File: config.mk
export PLATFORM = sky130hd
export DESIGN_NAME = serial_data_receiver
export DESIGN_NICKNAME = d
export VERILOG_FILES = /design/src/rtl/serial_data_receiver.sv
export SDC_FILE = /design/constraint.sdc
export NUM_CORES = 1
export LEC_CHECK = 0
export CORE_MARGIN = 2
export CORE_UTILIZATION = 55
export CTS_BUF_LIST = sky130_fd_sc_hd__clkbuf_4 sky130_fd_sc_hd__clkbuf_8 sky130_fd_sc_hd__clkbuf_16
export DETAILED_ROUTE_END_ITERATION = 8
export PLACE_DENSITY = 0.79
export SETUP_SLACK_MARGIN = 0.05
export SKIP_CTS_REPAIR_TIMING = 1
export SLEW_MARGIN = 20
export SYNTH_ARGS = -nofsm -noshare
export SYNTH_HDL_FRONTEND = slang
export SYNTH_SLANG_ARGS = --single-unit
File: constraint.sdc
create_clock -name clk -period 4.4 [get_ports clk]
set_input_delay 0.88 -clock clk [delete_from_list [all_inputs] [get_ports clk]]
set_output_delay 0.88 -clock clk [all_outputs]
set_load 0.1 [all_outputs]
File: src/rtl/serial_data_receiver.sv
// Serial frame receiver: start, DATA_WIDTH data bits (LSB first), parity and stop bit,
// sampled one bit per clock, with a one-cycle valid or error pulse per frame.
module serial_data_receiver #(
    parameter int DATA_WIDTH = 7,
    parameter bit ODD_PARITY = 1'b1
) (
    input  logic                  clk,
    input  logic                  rst,
    input  logic                  in_data,
    output logic                  data_valid,
    output logic                  error,
    output logic [DATA_WIDTH-1:0] out_data
);
    localparam int CNT_W = (DATA_WIDTH > 1) ? $clog2(DATA_WIDTH) : 1;
    localparam logic [CNT_W-1:0] LAST_BIT = CNT_W'(DATA_WIDTH - 1);

    typedef enum logic [2:0] {
        IDLE,
        DATA,
        PARITY,
        STOP,
        WAIT_IDLE
    } state_t;

    state_t                state_reg;
    logic [CNT_W-1:0]      bit_cnt_reg;
    logic [DATA_WIDTH-1:0] shift_reg;
    logic                  parity_reg;
    logic [DATA_WIDTH-1:0] out_data_reg;
    logic                  data_valid_reg;
    logic                  error_reg;
    logic                  parity_ok;

    // Data bits plus parity bit must have the configured ones-count parity.
    assign parity_ok = (((^shift_reg) ^ parity_reg) == ODD_PARITY);

    always_ff @(posedge clk or posedge rst) begin
        if (rst) begin
            state_reg      <= IDLE;
            bit_cnt_reg    <= '0;
            shift_reg      <= '0;
            parity_reg     <= 1'b0;
            out_data_reg   <= '0;
            data_valid_reg <= 1'b0;
            error_reg      <= 1'b0;
        end else begin
            data_valid_reg <= 1'b0;
            error_reg      <= 1'b0;
            case (state_reg)
                IDLE: begin
                    if (!in_data) begin
                        state_reg   <= DATA;
                        bit_cnt_reg <= '0;
                    end
                end
                DATA: begin
                    shift_reg[bit_cnt_reg] <= in_data;
                    if (bit_cnt_reg == LAST_BIT) begin
                        state_reg   <= PARITY;
                        bit_cnt_reg <= '0;
                    end else begin
                        bit_cnt_reg <= bit_cnt_reg + 1'b1;
                    end
                end
                PARITY: begin
                    parity_reg <= in_data;
                    state_reg  <= STOP;
                end
                STOP: begin
                    if (in_data) begin
                        if (parity_ok) begin
                            out_data_reg   <= shift_reg;
                            data_valid_reg <= 1'b1;
                        end else begin
                            error_reg <= 1'b1;
                        end
                        state_reg <= IDLE;
                    end else begin
                        // Broken stop bit: the line is low, so wait for it to
                        // return high before hunting for the next start bit.
                        error_reg <= 1'b1;
                        state_reg <= WAIT_IDLE;
                    end
                end
                WAIT_IDLE: begin
                    if (in_data) begin
                        state_reg <= IDLE;
                    end
                end
                default: begin
                    state_reg <= IDLE;
                end
            endcase
        end
    end

    assign data_valid = data_valid_reg;
    assign error      = error_reg;
    assign out_data   = out_data_reg;

endmodule

==> flow_summary.yaml <==
outcome:
  status: "finished, final reports clean"
clocking:
  h-tree-depth: 1
  cts_tree: "yes"
  numCtsBuffers: 3
  cts_buffer_depth: 2
  cts_root_buf: "clkbuf_4"
  clkTransAtPathRegs_ns: 0.12
  cts.sinks: 23
  clk_latency_ns: 0.31
synthesis:
  avgSynthCellArea_um2: 10.8
  synth_top_cells_by_area: "dfrtp_1, mux2_2, xnor2_1"
  seq_area_frac_synth: 0.554
  syn_nets: 99
  postSynthCellCount: 96
  synth_top_area_cell: "dfrtp_1"
  ys_warn_count: 0
  netlist.area_leader.share: 0.554
  synth_cell_type_count: 22
  ys_seq_elements: 23
  synthesis.area_um2: 1040
setup_path:
  path_cells: "clkdlybuf4s50_1"
  path_delay_family: "buffers and inverters"
  worstSetupStartpointType: "flip-flop"
  cpMaxStageDelayCell: "clkdlybuf4s50_1"
  critPathCaptureType: "output port"
  path_buf_inv: 1
  arrival_ns: 1.82
  crit_path_max_fanout: 2
  worstPathRequired_ns: 3.52
  cpPeakStageDelay_ns: 1.13
  crit_type: "flip-flop to output port"
timing:
  fin_worst_skew_ns: 0.00491
  hold_violations: 0
  rsz0062_at_grt: "false"
  setup-violations-final: 0
  fin_ws_ns: 1.70
  setup_tns_ns: 0
  fmax_ghz: 0.371
  slew_violations: 0
  period_needed_ns: 2.70
  fin_crit_sh: 0.613
  worstMarginPinSlew_ns: 0.969
  max-slew-margin-rel: 0.352
route:
  antenna_left: 0
  vias: 713
  wire_per_inst_um: 12.6
  drc_errors: 0
  viasPerCell: 5.36
  drt_pass1_iterations: 4
  wl_mm: 1.68
  first_iter_violations: 19
placed_design:
  hpwl_mm: 1.22
  pre_cts_slack_ns: 1.76
  portBuffers: 11
  placed_cell_area_um2: 1170
  gp_congestion: 0.810
layout:
  n_antenna_cell: 0
  synthToLayoutAreaGrowth_pct: 15.2
  ff_latch_area_um2: 576
  multi_input_comb_area_um2: 440
  final_core_util: 0.685
  drive_above_1_share: 0.148
  nets: 112
  finish.instance_area_um2: 1200
  fillCellCount: 145
floorplanning:
  die_w_um: 47.5
  die-area_um2: 2250
  ios: 12
  fp-row-count: 15
  start_util: 0.595
  die_h_um: 47.5
  core-area_um2: 1750
global_routing:
  grt_pass1_wl_mm: 2.80
  grtUsageTotal: 0.183
  grt_pass1_vias: 625
  overflow: 0
  antenna_found_initial: 0
  grt_max_degree: 24
job:
  maxCapViolCount: 0
worst_hold_path:
  holdCritPathClass: "flip-flop to flip-flop"
-- synth_stat cells --
master	number
clkbuf_1	3
o22a_1	1
o21ai_0	9
nor3b_1	1
clkinv_1	1
nor2b_1	1
nor2_1	8
nand2_1	11
nor3_4	1
o31ai_1	1
inv_1	2
nand2b_1	3
mux2_2	10
dfrtp_1	23
nand3b_1	2
xnor2_1	7
a21oi_1	2
nand3_1	4
nor3_1	2
and3_1	1
or2_2	1
a22o_1	2
-- cell families (layout without fill, tap and decap cells) --
logic type	after synthesis	count (layout)	share of synthesized area
AOI/OAI and AO/OA	15	15	0.0855
xor gates and xnor gates	7	7	0.0590
buffers and inverters	6	18	0.0217
DFF	23	23	0.554
muxes	10	10	0.108
and+or+nand+nor	35	35	0.171
-- metrics by stage --
step                hold WS, ns  std cells
floorplan                 0.467         96
global placement          0.491        129
detailed placement        0.497        129
CTS                       0.523        133
global route              0.537        133
finish                    0.522        133
-- routing by layer --
layer  part of all wire  vias up  GRT usage
met5                  0        -          0
met4              0.023        0      0.100
met3              0.049        6     0.0340
met2               0.45       22      0.268
met1               0.48      335      0.257
li1                   -      350          -
-- final cells by class --
cell class              count  share of cell area
clock buffers               3              0.0188
clock inverters             1             0.00418
inverters                   3             0.00941
multi-input cells          67               0.368
flip-flops and latches     23               0.481
well taps                  25              0.0262
repair buffers             11              0.0921
-- layout by cell type (no fill, tap or decap), types with 3 or more instances in the layout --
master           count
o21ai_0              9
nor2_1               8
xnor2_1              7
nand3_1              4
clkdlybuf4s50_1     11
mux2_2              10
clkbuf_4             3
nand2b_1             3
nand2_1             11
dfrtp_1             23
-- final timing paths --
path | to | start | slack (ns) | cells past startpoint
max | out_data[6] | out_data[6] | 1.70 | 1
min | out_data[4] | out_data[4] | 0.52 | 1
max reg2reg | out_data[1] | shift_reg[1] | 2.57 | 5
min reg2reg | out_data[4] | out_data[4] | 0.52 | 1
max in group asynchronous | out_data[3] | rst | 2.87 | 2
min in group asynchronous | parity_reg | rst | 1.02 | 2
Power is left out: the tool's default activity adds up to more than one toggle a clock period on the data nets, which glitch-free logic cannot reach.
